[src/rtl/axil_master_pkg.sv]
// Shared AXI-Lite master definitions: write-side FSM states and BRESP codes.
// The read-side counterpart imports the same package.
package axil_master_pkg;

  typedef enum logic [1:0] {
    IDLE  = 2'd0,
    WRITE = 2'd1,
    RESP  = 2'd2
  } axil_wr_state_t;

  localparam logic [1:0] AXI_RESP_OKAY   = 2'b00;
  localparam logic [1:0] AXI_RESP_SLVERR = 2'b10;
  localparam logic [1:0] AXI_RESP_DECERR = 2'b11;

endpackage

[src/rtl/axis_to_axil_writer_if.sv]
// Bus interfaces used by the stream-to-AXI-Lite writer: an AXI-Stream channel
// and a full AXI-Lite bus (write and read channels).
interface axi_stream #(
  parameter int DATA_WIDTH = 32,
  parameter int DEST_WIDTH = 32,
  parameter int USER_WIDTH = 1
);
  logic                  valid;
  logic                  ready;
  logic [DATA_WIDTH-1:0] data;
  logic [DEST_WIDTH-1:0] dest;
  logic [USER_WIDTH-1:0] user;
  logic                  last;

  modport master (output valid, data, dest, user, last, input ready);
  modport slave  (input valid, data, dest, user, last, output ready);
endinterface

interface axi_lite #(
  parameter int DATA_WIDTH = 32,
  parameter int ADDR_WIDTH = 32
);
  logic                    awvalid;
  logic                    awready;
  logic [ADDR_WIDTH-1:0]   awaddr;
  logic [2:0]              awprot;
  logic                    wvalid;
  logic                    wready;
  logic [DATA_WIDTH-1:0]   wdata;
  logic [DATA_WIDTH/8-1:0] wstrb;
  logic                    bvalid;
  logic                    bready;
  logic [1:0]              bresp;
  logic                    arvalid;
  logic                    arready;
  logic [ADDR_WIDTH-1:0]   araddr;
  logic [2:0]              arprot;
  logic                    rvalid;
  logic                    rready;
  logic [DATA_WIDTH-1:0]   rdata;
  logic [1:0]              rresp;

  modport master (
    output awvalid, awaddr, awprot, wvalid, wdata, wstrb, bready,
           arvalid, araddr, arprot, rready,
    input  awready, wready, bvalid, bresp, arready, rvalid, rdata, rresp
  );
  modport slave (
    input  awvalid, awaddr, awprot, wvalid, wdata, wstrb, bready,
           arvalid, araddr, arprot, rready,
    output awready, wready, bvalid, bresp, arready, rvalid, rdata, rresp
  );
endinterface

[src/rtl/axis_to_axil_writer.sv]
// Turns each accepted stream beat into one AXI-Lite single-beat write
// (address = BASE_ADDRESS + dest), flagging error responses and timeouts.
module axis_to_axil_writer
  import axil_master_pkg::*;
#(
  parameter int                    DATA_WIDTH   = 32,
  parameter int                    ADDR_WIDTH   = 32,
  parameter int                    DEST_WIDTH   = 32,
  parameter logic [ADDR_WIDTH-1:0] BASE_ADDRESS = '0,
  parameter int                    TIMEOUT      = 255
) (
  input  logic     clock,
  input  logic     reset,
  axi_stream.slave axis,
  axi_lite.master  axi,
  output logic     busy,
  output logic     resp_error,
  output logic     timeout
);

  localparam int              CNT_W    = $clog2(TIMEOUT + 1);
  localparam logic [CNT_W-1:0] CNT_LAST = CNT_W'(TIMEOUT - 1);

  axil_wr_state_t        state_q, state_d;
  logic                  ready_q, ready_d;
  logic                  awvalid_q, awvalid_d;
  logic                  wvalid_q, wvalid_d;
  logic                  bready_q, bready_d;
  logic [ADDR_WIDTH-1:0] awaddr_q, awaddr_d;
  logic [DATA_WIDTH-1:0] wdata_q, wdata_d;
  logic                  aw_done_q, aw_done_d;
  logic                  w_done_q, w_done_d;
  logic [CNT_W-1:0]      count_q, count_d;
  logic                  busy_q, busy_d;
  logic                  resp_error_q, resp_error_d;
  logic                  timeout_q, timeout_d;
  logic                  abort;

  logic [DEST_WIDTH-1:0] dest_in;
  logic                  unused_inputs;

  assign dest_in       = axis.dest;
  assign unused_inputs = ^{axis.user, axis.last, dest_in,
                           axi.arready, axi.rvalid, axi.rdata, axi.rresp};

  always_comb begin
    state_d      = state_q;
    ready_d      = ready_q;
    awvalid_d    = awvalid_q;
    wvalid_d     = wvalid_q;
    bready_d     = bready_q;
    awaddr_d     = awaddr_q;
    wdata_d      = wdata_q;
    aw_done_d    = aw_done_q;
    w_done_d     = w_done_q;
    count_d      = count_q;
    busy_d       = busy_q;
    resp_error_d = 1'b0;
    timeout_d    = 1'b0;
    abort        = 1'b0;

    case (state_q)
      IDLE: begin
        if (axis.valid && ready_q) begin
          awaddr_d  = BASE_ADDRESS + dest_in[ADDR_WIDTH-1:0];
          wdata_d   = axis.data;
          count_d   = '0;
          aw_done_d = 1'b0;
          w_done_d  = 1'b0;
          awvalid_d = 1'b1;
          wvalid_d  = 1'b1;
          ready_d   = 1'b0;
          busy_d    = 1'b1;
          state_d   = WRITE;
        end
      end

      WRITE: begin
        // AW and W complete independently; each VALID drops right after its own handshake.
        count_d   = count_q + CNT_W'(1);
        aw_done_d = aw_done_q | (awvalid_q & axi.awready);
        w_done_d  = w_done_q | (wvalid_q & axi.wready);
        awvalid_d = ~aw_done_d;
        wvalid_d  = ~w_done_d;
        if (count_q == CNT_LAST) begin
          abort = 1'b1;
        end else if (aw_done_d && w_done_d) begin
          bready_d = 1'b1;
          state_d  = RESP;
        end
      end

      RESP: begin
        // A response arriving on the last counted cycle still completes normally.
        count_d = count_q + CNT_W'(1);
        if (bready_q && axi.bvalid) begin
          resp_error_d = (axi.bresp != AXI_RESP_OKAY);
          bready_d     = 1'b0;
          ready_d      = 1'b1;
          busy_d       = 1'b0;
          state_d      = IDLE;
        end else if (count_q == CNT_LAST) begin
          abort = 1'b1;
        end
      end

      default: begin
        awvalid_d = 1'b0;
        wvalid_d  = 1'b0;
        bready_d  = 1'b0;
        ready_d   = 1'b1;
        busy_d    = 1'b0;
        state_d   = IDLE;
      end
    endcase

    if (abort) begin
      timeout_d = 1'b1;
      awvalid_d = 1'b0;
      wvalid_d  = 1'b0;
      bready_d  = 1'b0;
      ready_d   = 1'b1;
      busy_d    = 1'b0;
      state_d   = IDLE;
    end
  end

  always_ff @(posedge clock) begin
    if (reset) begin
      state_q      <= IDLE;
      ready_q      <= 1'b1;
      awvalid_q    <= 1'b0;
      wvalid_q     <= 1'b0;
      bready_q     <= 1'b0;
      awaddr_q     <= '0;
      wdata_q      <= '0;
      aw_done_q    <= 1'b0;
      w_done_q     <= 1'b0;
      count_q      <= '0;
      busy_q       <= 1'b0;
      resp_error_q <= 1'b0;
      timeout_q    <= 1'b0;
    end else begin
      state_q      <= state_d;
      ready_q      <= ready_d;
      awvalid_q    <= awvalid_d;
      wvalid_q     <= wvalid_d;
      bready_q     <= bready_d;
      awaddr_q     <= awaddr_d;
      wdata_q      <= wdata_d;
      aw_done_q    <= aw_done_d;
      w_done_q     <= w_done_d;
      count_q      <= count_d;
      busy_q       <= busy_d;
      resp_error_q <= resp_error_d;
      timeout_q    <= timeout_d;
    end
  end

  assign axis.ready  = ready_q;
  assign axi.awvalid = awvalid_q;
  assign axi.awaddr  = awaddr_q;
  assign axi.awprot  = 3'b000;
  assign axi.wvalid  = wvalid_q;
  assign axi.wdata   = wdata_q;
  assign axi.wstrb   = '1;
  assign axi.bready  = bready_q;
  assign axi.arvalid = 1'b0;
  assign axi.araddr  = '0;
  assign axi.arprot  = 3'b000;
  assign axi.rready  = 1'b0;

  assign busy       = busy_q;
  assign resp_error = resp_error_q;
  assign timeout    = timeout_q;

endmodule

[src/flat_wrapper.sv]
// flat-port wrapper written by rule: the top's interface ports become plain ports
module axis_to_axil_writer_flat import axil_master_pkg::*;
#(
  parameter int                    DATA_WIDTH   = 32,
  parameter int                    ADDR_WIDTH   = 32,
  parameter int                    DEST_WIDTH   = 32,
  parameter logic [ADDR_WIDTH-1:0] BASE_ADDRESS = '0,
  parameter int                    TIMEOUT      = 255
)
  (clock, reset, busy, resp_error, timeout, axis_valid, axis_data, axis_dest, axis_user, axis_last, axis_ready, axi_awvalid, axi_awaddr, axi_awprot, axi_wvalid, axi_wdata, axi_wstrb, axi_bready, axi_arvalid, axi_araddr, axi_arprot, axi_rready, axi_awready, axi_wready, axi_bvalid, axi_bresp, axi_arready, axi_rvalid, axi_rdata, axi_rresp);
  axi_stream #(.DATA_WIDTH(DATA_WIDTH), .DEST_WIDTH(DEST_WIDTH)) axis_i ();
  axi_lite #(.DATA_WIDTH(DATA_WIDTH), .ADDR_WIDTH(ADDR_WIDTH)) axi_i ();
  input  logic clock;
  input  logic reset;
  output logic busy;
  output logic resp_error;
  output logic timeout;
  input wire logic [$bits(axis_i.valid)-1:0] axis_valid;
  input wire logic [$bits(axis_i.data)-1:0] axis_data;
  input wire logic [$bits(axis_i.dest)-1:0] axis_dest;
  input wire logic [$bits(axis_i.user)-1:0] axis_user;
  input wire logic [$bits(axis_i.last)-1:0] axis_last;
  output wire logic [$bits(axis_i.ready)-1:0] axis_ready;
  output wire logic [$bits(axi_i.awvalid)-1:0] axi_awvalid;
  output wire logic [$bits(axi_i.awaddr)-1:0] axi_awaddr;
  output wire logic [$bits(axi_i.awprot)-1:0] axi_awprot;
  output wire logic [$bits(axi_i.wvalid)-1:0] axi_wvalid;
  output wire logic [$bits(axi_i.wdata)-1:0] axi_wdata;
  output wire logic [$bits(axi_i.wstrb)-1:0] axi_wstrb;
  output wire logic [$bits(axi_i.bready)-1:0] axi_bready;
  output wire logic [$bits(axi_i.arvalid)-1:0] axi_arvalid;
  output wire logic [$bits(axi_i.araddr)-1:0] axi_araddr;
  output wire logic [$bits(axi_i.arprot)-1:0] axi_arprot;
  output wire logic [$bits(axi_i.rready)-1:0] axi_rready;
  input wire logic [$bits(axi_i.awready)-1:0] axi_awready;
  input wire logic [$bits(axi_i.wready)-1:0] axi_wready;
  input wire logic [$bits(axi_i.bvalid)-1:0] axi_bvalid;
  input wire logic [$bits(axi_i.bresp)-1:0] axi_bresp;
  input wire logic [$bits(axi_i.arready)-1:0] axi_arready;
  input wire logic [$bits(axi_i.rvalid)-1:0] axi_rvalid;
  input wire logic [$bits(axi_i.rdata)-1:0] axi_rdata;
  input wire logic [$bits(axi_i.rresp)-1:0] axi_rresp;
  assign axis_i.valid = axis_valid;
  assign axis_i.data = axis_data;
  assign axis_i.dest = axis_dest;
  assign axis_i.user = axis_user;
  assign axis_i.last = axis_last;
  assign axis_ready = axis_i.ready;
  assign axi_awvalid = axi_i.awvalid;
  assign axi_awaddr = axi_i.awaddr;
  assign axi_awprot = axi_i.awprot;
  assign axi_wvalid = axi_i.wvalid;
  assign axi_wdata = axi_i.wdata;
  assign axi_wstrb = axi_i.wstrb;
  assign axi_bready = axi_i.bready;
  assign axi_arvalid = axi_i.arvalid;
  assign axi_araddr = axi_i.araddr;
  assign axi_arprot = axi_i.arprot;
  assign axi_rready = axi_i.rready;
  assign axi_i.awready = axi_awready;
  assign axi_i.wready = axi_wready;
  assign axi_i.bvalid = axi_bvalid;
  assign axi_i.bresp = axi_bresp;
  assign axi_i.arready = axi_arready;
  assign axi_i.rvalid = axi_rvalid;
  assign axi_i.rdata = axi_rdata;
  assign axi_i.rresp = axi_rresp;
  axis_to_axil_writer #(.DATA_WIDTH(DATA_WIDTH), .ADDR_WIDTH(ADDR_WIDTH), .DEST_WIDTH(DEST_WIDTH), .BASE_ADDRESS(BASE_ADDRESS), .TIMEOUT(TIMEOUT)) u_core (.clock(clock), .reset(reset), .axis(axis_i), .axi(axi_i), .busy(busy), .resp_error(resp_error), .timeout(timeout));
endmodule
[config.mk]
export PLATFORM = sky130hd
export DESIGN_NAME = axis_to_axil_writer_flat
export DESIGN_NICKNAME = d
export VERILOG_FILES = /design/src/rtl/axil_master_pkg.sv /design/src/rtl/axis_to_axil_writer_if.sv /design/src/rtl/axis_to_axil_writer.sv /design/src/flat_wrapper.sv
export SDC_FILE = /design/constraint.sdc
export NUM_CORES = 1
export LEC_CHECK = 0
export BUFFER_PORTS_ARGS = -buffer_cell sky130_fd_sc_hd__clkbuf_2
export CAP_MARGIN = 10
export CORE_UTILIZATION = 38
export DETAILED_ROUTE_END_ITERATION = 6
export PLACE_DENSITY = 0.78
export REMOVE_ABC_BUFFERS = 1
export SYNTH_ARGS = -nofsm -noshare
export SYNTH_HDL_FRONTEND = slang
export SYNTH_SLANG_ARGS = --single-unit
[constraint.sdc]
create_clock -name clock -period 1.5 [get_ports clock]
set_input_delay 0.3 -clock clock [delete_from_list [all_inputs] [get_ports clock]]
set_output_delay 0.3 -clock clock [all_outputs]
set_load 0.02 [all_outputs]
# Word-level counts from Yosys, hierarchy flattened
# Index checks and enable logic that the tools add are counted.
# Widths: inputs -> output; s select.
# word_totals
reg_bits	83
input_bits	110
output_inout_bits	115
elab_cells	72
# op_classes
n_addsub	1
n_eq_ne	7
muxes	24
bitwise	10
reduce_logical	17
# ops
cell	n
$pmux 8 s2	1
$pmux 1 s3	5
$mux 1	9
$add 8x1->8 const B	1
$eq 8x8->1 const B	1
$mux 2	4
$mux 8	1
$reduce_and 2->1	4
$reduce_and 4->1	2
$ne 2x1->1 const B	3
$not 1->1	6
$pmux 1 s2	3
$pmux 2 s3	1
$reduce_bool 2->1	3
$reduce_or 2->1	2
$logic_and 1x1->1	3
$reduce_and 3->1	1
$reduce_or 3->1	1
$and 1x1->1	2
$eq 2x1->1 const B	1
$eq 2x2->1 const B	1
$logic_not 2->1	1
$ne 2x2->1 const B	1
$or 1x1->1	2

# Longest topological paths before layout
# Gate-level depths: netlist of run 1.
# logic_depth
word_depth	6
depth_mapped	9
mapped_depth_nobuf	6

# Worst setup path after synthesis of run 1
# Ideal clock, no wire load.
# synth_timing
path_kind	reg-to-reg
startpoint	register u_core.state_q[0]
endpoint	register u_core.count_q[7]
setup_ns	0.127
arrival_ns	1.461
required_ns	1.373
slack_ns	-0.088
stages_incl_launch_ff	7
path_buffers	0
synth_period_minus_slack_ns	1.588
path_cell_list	dfxtp_1 -> inv_1 -> ha_1 -> nand2b_4 -> a2111oi_4 -> xnor2_1 -> nor2_2
# synth_between
elab_chain_len	4
elab_cells_between_ends	8
classes_between	eq/ne (3); mux (1); reduce/logical (4)
# synth_rtl
element	line	text
from (decl)	axis_to_axil_writer.sv:24	axil_wr_state_t state_q, state_d;
from (signal assigned)	axis_to_axil_writer.sv:144	state_q <= state_d;
$eq 2x1->1 or $eq 2x2->1 (tied branches)	axis_to_axil_writer.sv:62	case (state_q)
$reduce_or 2->1 (no source line)	--	
$reduce_bool 2->1 (no source line)	--	
$reduce_and 2->1 (no source line)	--	
to (signal assigned)	axis_to_axil_writer.sv:153	count_q <= count_d;
to (decl)	axis_to_axil_writer.sv:33	logic [CNT_W-1:0] count_q, count_d;
# Parallel ways exist; a longest one is shown, timed or not.
# A chain may end at the register's enable or synchronous reset.

# Worst setup path after layout of run 1
# layout_timing
startpoint	register u_core.state_q[0]
endpoint	register u_core.ready_q (netlist: u_core.axis.ready)
# layout_between
elab_chain_len	3
elab_cells_between_ends	10
classes_between	eq/ne (4); mux (2); bitwise (1); reduce/logical (3)
# layout_rtl
element	line	text
$eq 2x2->1, or another cell as far along	axis_to_axil_writer.sv:62	
$ne 2x1->1 (no source line), or another cell as far along	--	
$reduce_and 3->1 (no source line) or $reduce_or 2->1 (tied branches)	--	
to (signal assigned)	axis_to_axil_writer.sv:145	ready_q <= ready_d;
to (decl)	axis_to_axil_writer.sv:25	logic ready_q, ready_d;
# Parallel ways exist; a longest one is shown, timed or not.

==> key figures, run 1 <==
Synth
  – Top_reg_cell synth: dfxtp_1
  – Sequential element share of the synthesized area: 47.16%
  – Mapped Area: 0.003523 mm2
  – Fraction of registers with async set/reset: 0%
  – Post-Syn Instances: 430
  – Synth Register Bits: 83
  – Distinct cells, synth: 42
  – Post-synth EDFFs: 0
  – Yosys warning total: 0
  – Syn_area_per_cell: 8.194 um2

Clock network
  – CTS tree: yes
  – Clock sinks: 83
  – Num CTS Buffers: 9
  – CTS root buf: clkbuf_8
  – CTS H-tree lvls: 3
  – Clk_lat worst skew: 0.34 ns
  – Clk buf depth: 2
  – Clock Pin Slew Worst Setup and Hold Paths: 0.09 ns

Detailed routing
  – Routed Antenna Nets: 0
  – Avg Vias per Cell: 4.733
  – DR vias: between 3,000 and 4,000
  – Routed met2 length: 4.636 mm
  – # DRC: 17
  – M1 WL: about 3.4 mm
  – Starting DRC count in detailed routing: 104
  – WL per Instance: 12.42 um
  – Total Wirelength: 8.641 mm
  – Met3 WL: 478 um
  – First-pass iteration count of the detailed router: 7
  – Top Layer Used: met4

Layout
  – Nets@finish: 698
  – Area growth, synth to finish: 30.61%
  – Number of inserted diodes: 0
  – Finished Cell Area: 0.004602 mm2
  – Share of layout cells above drive strength 1: 36.39%

Power
  – Comb pwr share: 42.0%
  – Final Power: just under 8 mW
  – PwrDens: 1716 mW/mm2
  – Leakage: between 2 and 2.5 nW
  – Part of the power in registers: 37.6%
  – Max IR drop VDD: a little under 600 uV
  – Pint: 4.733 mW
  – P_sw: 3.166 mW
  – Clk pwr share: 20.4%
  – Switching fraction of total power: about 40%

Worst hold path
  – Hold Path Class: input pin to flop

STA
  – Max Clk Rate: 0.6719 GHz
  – Setup TNS: 0 ns
  – Final setup viols: 0
  – Fin crit period: 1.488 ns
  – Pins Over Slew Limit: 0
  – Worst Skew: approximately 0.012 ns
  – RSZ-0062 raised after global routing: true
  – Final Hold Vio Count: 0
  – Final period utilization: just under 100%

Run
  – Max_cap viols: 0

Global route
  – Vias in the first global route: 3,063
  – Total gr overflow: 0
  – Antenna violations before repair: 0
  – Global-route wire length before repair: 13.70 mm
  – GRT Total Usage: 17.41%
  – Largest net degree at the start of global routing: 41

Worst setup path
  – Crit path max fanout: 5
  – R2R setup slack: approximately 0.012 ns
  – Startpoint Class: flop
  – Crit path capture type: flop
  – WS Path Type: flop to flop
  – WP data required: approximately 1.7 ns
  – WP data arrival: ~1.7 ns

Floorplanning
  – Die Span X: 98.29 um
  – Die Ht: roughly 98 um
  – IO Pins: 225
  – Initial Utilization: between 30% and 40%
  – Placeable core region: 0.008848 mm2
  – Rows: 34
  – Die area: 0.009661 mm2

Placement
  – IO buf count: 142
  – Placer Congestion: 0.8151
  – DP Area: around 0.0043 mm2
  – Post-detail-place hpwl: 6.446 mm

Outcome
  – Failing checks: DRC
  – Status: finished, violations left
-- final timing paths --
check,startpoint,end,depth (start not counted)
setup / recovery,u_core.state_q[0],u_core.axis.ready,7
hold / removal,axis_dest[15],u_core.axi.awaddr[15],3
setup reg to reg,u_core.state_q[0],u_core.axis.ready,7
hold reg to reg,u_core.axi.awaddr[6],u_core.axi.awaddr[6],2
-- final cells by class --
class / instances / area [um2]
Tap cell: 108 / 135.1
Clock buffer: 9 / 123.9
Fill cell: 861 / 4247
Clock inverter: 7 / 75.07
Timing Repair Buffer: 169 / 958.4
Sequential cell: 83 / 1667
Multi-Input combinational cell: 315 / 1624
Inverter: 5 / 18.77
-- synthesized netlist by cell type (2+ instances only) --
library cell  count  share of area (%)
a211oi_1          4               0.85
nor2_1           18                1.9
buf_4            46                9.8
nand2_1         131                 14
o21ai_0           4               0.57
a21o_1            3               0.64
buf_1             2               0.21
a32oi_1           2               0.50
xnor2_1           5                1.2
conb_1            2               0.21
o221a_2           3               0.96
inv_1             5               0.53
clkbuf_1          8               0.85
buf_2            13                1.8
a21oi_1          69                9.8
nor3b_1           2               0.43
dfxtp_1          83                 47
ha_1              5                1.8
nand3_1           2               0.28
-- registers in the layout, summed over array words and instances, names as in the netlist --
register	flops
u_core.axis.ready	1
u_core.axi.awvalid	1
u_core.axi.wdata	32
u_core.axi.wvalid	1
u_core.aw_done_q	1
u_core.state_q	2
u_core.w_done_q	1
u_core.axi.awaddr	32
u_core.timeout	1
u_core.busy	1
u_core.resp_error	1
u_core.count_q	8
u_core.axi.bready	1
-- repair_timing --
item                       in CTS  in global routing
gates cloned                    0                  0
pin swaps                       6                  6
setup buffers                   0                  3
resized for setup              11                 12
hold buffers                    0                  0
setup endpoints to repair      79                 23
-- stage by stage --
step,hold WS (ns),utilization [%],std cells,setup WS [ns]
6_report,0.1713,52.01,696,0.01164
5_1_grt,0.1543,52.01,696,-0.05034
4_1_cts,0.1494,51.24,693,0.00008960
3_5_place_dp,0.4484,48.57,677,-0.1761
3_3_place_gp,0.4414,48.57,677,-0.1010
2_1_floorplan,0.3691,-,403,-1.043
-- critical path: stages (launching register included) --
cell and delay (ns):
dfxtp_2 0.34, inv_2 0.05, ha_1 0.21, a21boi_4 0.14, buf_4 0.16, or3_4 0.33, o21ai_1 0.09, nand2_1 0.06
-- cells in the final DEF (no fill, tap or decap), types with 4 or more instances in the layout --
cell type and n:
clkbuf_8 9, conb_1 44, dfxtp_1 79, nand2_1 131, dfxtp_2 4, clkbuf_2 142, buf_4 22, a21oi_1 68
xnor2_1 5, nor2_1 17
-- per-layer routing --
metal / GRT usage, % / vias to the layer above
li1: - / 1621
met1: 18.98 / 1542
met2: 34.02 / 121
met3: 2.935 / 10
met4: 5.281 / 0
met5: 0 / -
-- power groups by stage --
stage	Combinational (mW)	Sequential, mW	Clock, mW
2_1_floorplan	1.34	3.51	0
3_3_place_gp	3.07	2.97	0
3_5_place_dp	3.14	3.00	0
4_1_cts	3.25	2.96	1.67
5_1_grt	3.63	3.03	1.78
6_report	3.32	2.97	1.61
-- logic make-up after synthesis --
| group | after synthesis | share of synthesized area (%) |
|---|---|---|
| DFF | 83 | 47.16 |
| and+or+nand+nor | 165 | 19.28 |
| buffers and inverters | 74 | 13.25 |
| adders and majority gates | 5 | 1.776 |
| AOI/OAI and AO/OA | 95 | 16.83 |
| xor gates and xnor gates | 6 | 1.491 |
| other | 2 | 0.2131 |
(Power assumes the default switching activity.)
==> run 2: changes to the inputs <==
==> constraint.sdc (replaced) <==
create_clock -name clock -period 1.5 [get_ports clock]
set_input_delay 0.3 -clock clock [delete_from_list [all_inputs] [get_ports clock]]
set_output_delay 0.3 -clock clock [all_outputs]
set_load 0.05 [all_outputs]
==> key figures, run 2 (synthesized netlist as in run 1, its figures left out) <==
Outcome
  – Status: finished, violations left
  – Failing checks: DRC

Detailed routing
  – # DRC: 25
  – Avg Vias per Cell: 4.718
  – First-pass iteration count of the detailed router: 7
  – Starting DRC count in detailed routing: 104
  – Top Layer Used: met4
  – DR vias: around 3,300
  – Met3 WL: 474 um
  – Routed Antenna Nets: 0
  – M1 WL: 3.467 mm
  – Total Wirelength: 8.641 mm
  – WL per Instance: 12.42 um
  – Routed met2 length: 4.616 mm

Global route
  – Largest net degree at the start of global routing: 41
  – Total gr overflow: 0
  – Antenna violations before repair: 0
  – GRT Total Usage: 17.41%
  – Vias in the first global route: 3,063
  – Global-route wire length before repair: 13.70 mm

STA
  – Worst Skew: 0.01222 ns
  – Setup TNS: 0 ns
  – Fin crit period: 1.488 ns
  – Final period utilization: between 90% and 100%
  – RSZ-0062 raised after global routing: true
  – PnR worst setup slack: approximately 0.012 ns
  – Final setup viols: 0
  – Pins Over Slew Limit: 0
  – Max Clk Rate: approximately 0.67 GHz
  – Final Hold Vio Count: 0

Worst setup path
  – WS Path Type: flop to flop
  – Crit path max fanout: 5
  – Startpoint Class: flop
  – Buf+Inv Stages, Crit Path: 2
  – Crit path capture type: flop
  – WP data required: around 1.7 ns
  – Worst path slowest cell: dfxtp_2
  – WP data arrival: ~1.7 ns
  – Crit-path cells: inv_2, ha_1, a21boi_4, buf_4, or3_4, o21ai_1, nand2_1
  – CP delay by family, top: simple AND/OR/NAND/NOR gates
  – Largest stage delay, worst path: 0.34 ns

Layout
  – Nets@finish: 698
  – Finished Cell Area: roughly 0.0046 mm2
  – Fill count: 861
  – Cell Count, Final, Fillers Out: 696
  – Most common cell after layout, fill and taps aside: clkbuf_2
  – Number of inserted diodes: 0
  – Area growth, synth to finish: 30.61%
  – Share of layout cells above drive strength 1: about 36%
  – Most frequent cells in the layout: clkbuf_2 (141), nand2_1 (131), dfxtp_1 (79)

Run
  – Max_cap viols: 0

Clock network
  – Clk buf depth: 2
  – Clk_lat worst skew: 0.34 ns
  – Hold Buf Count CTS: 0
  – CTS root buf: clkbuf_8
  – CTS tree: yes
  – Clock sinks: 83
  – Clock Pin Slew Worst Setup and Hold Paths: roughly 0.090 ns
  – Num CTS Buffers: 9
  – CTS H-tree lvls: 3

Floorplanning
  – Die Span X: 98.29 um
  – Die Ht: 98.29 um
  – IO Pins: about 230
  – Initial Utilization: 39.82%
  – Die area: 0.009661 mm2
  – Placeable core region: 0.008848 mm2
  – Rows: 34

Placement
  – Placed cell count: between 600 and 700
  – Post-detail-place hpwl: 6.446 mm
  – IO buf count: 142
  – Pre-CTS WS: -0.1761 ns
  – Placer Congestion: ~0.82
  – DP Area: around 0.0043 mm2

Worst hold path
  – Hold Path Class: input pin to flop

Power
  – Leakage: 2.129 nW
  – PwrDens: 1957 mW/mm2
  – Max IR drop VDD: 633.3 uV
run 2: cell count changes in the layout (fill, tap and decap cells not counted):
| cell | previous run | this run |
|---|---|---|
| buf_2 | 0 | 1 |
| clkbuf_2 | 142 | 141 |
run 2: layout make-up:
class                           instances  area, um2  share of cell area, %
Timing Repair Buffer                  169      958.4                  20.83
Clock inverter                          7      75.07                  1.631
Clock buffer                            9      123.9                  2.692
Sequential cell                        83       1667                  36.22
Inverter                                5      18.77                 0.4078
Multi-Input combinational cell        315       1624                  35.29
Tap cell                              108      135.1                  2.936
run 2: metrics by stage:
stage / power (mW) / utilization, % / hold slack (ns)
after floorplan: 5.954 / - / 0.3691
after global placement: 7.140 / 48.57 / 0.4414
after detailed placement: 7.251 / 48.57 / 0.4484
after CTS: 8.991 / 51.24 / 0.1494
after global routing: 9.539 / 52.01 / 0.1543
final: 9.004 / 52.01 / 0.1715
run 2: layer usage:
layer  global-route usage, %  vias to the layer above
met1                   18.98                     1535
li1                        -                     1621
met4                   5.281                        0
met2                   34.02                      118
met3                   2.935                       10
met5                       0                        -
run 2: repair_timing:
item / 4_1_cts / 5_1_grt
setup endpoints to repair: 79 / 23
endpoints found under the hold margin: 0 / 0
resized for setup: 11 / 13
setup buffers: 0 / 3
pin swaps: 6 / 6
run 2: path summary, 6_finish.rpt:
path,cells after the start,slack [ns],end,from
worst max-delay path,7,0.01,u_core.axis.ready,u_core.state_q[0]
worst max register to register,7,0.01,u_core.axis.ready,u_core.state_q[0]
worst min-delay path,3,0.17,u_core.axi.awaddr[15],axis_dest[15]
worst min register to register,2,0.46,u_core.axi.awaddr[6],u_core.axi.awaddr[6]
run 2: report_power, final:
group	internal (mW)	switching [mW]
Sequential	2.68	0.289
Combinational	1.27	3.15
Clock	0.778	0.832
run 2: worst min-delay path, stage by stage:
cell and delay, ns:
clkbuf_2 0.08, nand2_1 0.04, a21oi_1 0.05
==> run 3: changes to the inputs <==
--- a/config.mk
+++ b/config.mk
@@ -5,11 +5,12 @@
 export SDC_FILE = /design/constraint.sdc
 export NUM_CORES = 1
 export LEC_CHECK = 0
-export BUFFER_PORTS_ARGS = -buffer_cell sky130_fd_sc_hd__clkbuf_2
 export CAP_MARGIN = 10
-export CORE_UTILIZATION = 38
+export CORE_AREA = 2 2 86 88
 export DETAILED_ROUTE_END_ITERATION = 6
-export PLACE_DENSITY = 0.78
+export DIE_AREA = 0 0 88 90
+export DONT_BUFFER_PORTS = 1
+export PLACE_DENSITY = 0.7
 export REMOVE_ABC_BUFFERS = 1
 export SYNTH_ARGS = -nofsm -noshare
 export SYNTH_HDL_FRONTEND = slang
==> constraint.sdc (replaced) <==
create_clock -name clock -period 1.5 [get_ports clock]
set_input_delay 0.3 -clock clock [delete_from_list [all_inputs] [get_ports clock]]
set_output_delay 0.3 -clock clock [all_outputs]
set_load 0.005 [all_outputs]
==> key figures, run 3 (synthesized netlist as in run 1, its figures left out) <==
Outcome
  – Status: finished, violations left
  – Failing checks: setup timing

Worst setup path
  – WS Path Type: flop to flop
  – Startpoint Class: flop
  – WP data arrival: 1.79 ns
  – Worst path slowest cell: dfxtp_2
  – Crit path max fanout: 5
  – WP data required: roughly 1.8 ns
  – Largest stage delay, worst path: 0.34 ns
  – Crit path capture type: flop
  – Crit-path cells: buf_6, ha_4, a21boi_4, or2_4, a31oi_4, o221a_2

Layout
  – Most common cell after layout, fill and taps aside: nand2_1
  – Post-Route Utilization: between 50 and 60%
  – Finished Cell Area: approximately 0.0038 mm2
  – Cell Count, Final, Fillers Out: approximately 540
  – Area growth, synth to finish: 8.913%
  – Fill count: 684
  – Most frequent cells in the layout: nand2_1 (131), dfxtp_1 (81), a21oi_1 (68)
  – Number of inserted diodes: 0
  – Nets@finish: 555
  – Share of layout cells above drive strength 1: 14.83%

Worst hold path
  – Hold Path Class: input pin to flop

Clock network
  – Clock Pin Slew Worst Setup and Hold Paths: 0.09 ns
  – CTS tree: yes
  – Clk buf depth: 2
  – CTS H-tree lvls: 3
  – Clock sinks: 83
  – Num CTS Buffers: 9
  – CTS root buf: clkbuf_8
  – Clk_lat worst skew: 0.34 ns

STA
  – Worst hold slack: 0.01759 ns
  – Max Clk Rate: 0.6656 GHz
  – Final Hold Vio Count: 0
  – PnR worst setup slack: -0.002459 ns
  – Pins Over Slew Limit: 0
  – Setup TNS: -0.002459 ns
  – Final period utilization: 100.2%
  – Final setup viols: 1
  – RSZ-0062 raised after global routing: true
  – Fin crit period: 1.502 ns
  – Worst Skew: 0.006919 ns

Global route
  – Global-route wire length before repair: 11.41 mm
  – Largest net degree at the start of global routing: 71
  – GRT Total Usage: 17.96%
  – Antenna violations before repair: 0
  – Vias in the first global route: about 2,500
  – Total gr overflow: 0

Floorplanning
  – Die Span X: 88 um
  – Die Ht: roughly 90 um
  – Rows: 31
  – Placeable core region: roughly 0.007 mm2
  – IO Pins: roughly 230
  – Initial Utilization: 50.19%
  – Die area: 0.007920 mm2

Placement
  – IO buf count: 0
  – DP Area: about 0.0035 mm2
  – Pre-CTS WS: -0.1377 ns
  – Post-detail-place hpwl: 5.281 mm
  – Placer Congestion: 0.7525
  – Placed cell count: 525

Power
  – Leakage: 1.491 nW
  – Comb pwr share: 32.5%
  – Switching fraction of total power: 36.50%
  – Max IR drop VDD: between 900 and 1000 uV
  – P_sw: 2.436 mW
  – Pint: 4.237 mW
  – Clk pwr share: 21.6%
  – Part of the power in registers: 45.9%
  – Final Power: 6.673 mW
  – PwrDens: approximately 1700 mW/mm2

Run
  – Max_cap viols: 0

Detailed routing
  – WL per Instance: 13.75 um
  – Avg Vias per Cell: 5.028
  – DR vias: around 2,700
  – Routed Antenna Nets: 0
  – Total Wirelength: 7.479 mm
  – First-pass iteration count of the detailed router: 4
  – # DRC: 0
  – Starting DRC count in detailed routing: 114
## run 3: changes by cell type in the layout (fill, tap and decap cells not counted), moves of 2 or more
cell	change
buf_4	-3
o21ai_2	+2
buf_6	+2
dfxtp_2	-2
dfxtp_1	+2
dlygate4sd3_1	+2
inv_6	-2
clkinv_4	+2
clkbuf_2	-141
buf_12	-2
## run 3: timing repair
item                                   in CTS  in global routing
endpoints found under the hold margin       4                  3
gates resized for setup                    10                 14
setup endpoints to repair                  78                 78
hold buffers                                1                  1
pin swaps                                   1                  7
buffers inserted                            0                  1
## run 3: per-layer routing
metal / routed length, um / global-route usage [%] / share of wire, % / vias to the layer above
met5: 0 / 0 / 0 / -
met4: 110 / 7.179 / 1.5 / 0
met3: 723 / 6.061 / 9.7 / 11
met2: 3726 / 31.25 / 50 / 129
met1: 2919 / 19.62 / 39 / 1250
li1: - / - / - / 1345
## run 3: layout make-up
type | count | area (um2) | area share [%]
clock inverter | 7 | 53.80 | 1.402
clock buffer | 9 | 123.9 | 3.228
timing repair buffer | 26 | 227.7 | 5.934
multi-input combinational | 315 | 1625 | 42.35
sequential | 83 | 1664 | 43.36
inverter | 5 | 18.77 | 0.4891
tap | 99 | 123.9 | 3.228
## run 3: worst max-delay path, delay by kind of cell, from the launching register on
kind | cells | cell delay, ns
adders and majority gates | 1 | 0.16
AOI/OAI and AO/OA | 3 | 0.55
and+or+nand+nor | 1 | 0.29
DFF | 1 | 0.34
buffers and inverters | 1 | 0.12
## run 3: path summary, 6_finish.rpt
path	end	start	cells after the start	slack (ns)
worst max-delay path	u_core.state_q[0]	u_core.state_q[1]	6	-0.002
worst min-delay path	u_core.axi.awaddr[14]	reset	1	0.02
worst max register to register	u_core.state_q[0]	u_core.state_q[1]	6	-0.002
worst min register to register	u_core.axi.wdata[10]	u_core.axi.wdata[10]	2	0.47
## run 3: power by group through the flow
stage          Sequential (mW)  Combinational [mW]  Clock, mW
4_1_cts                   3.06                2.04       1.48
3_5_place_dp              3.10                1.96          0
3_3_place_gp              3.09                1.89          0
2_1_floorplan             3.02                1.27          0
5_1_grt                   3.13                2.43       1.58
6_report                  3.06                2.17       1.44
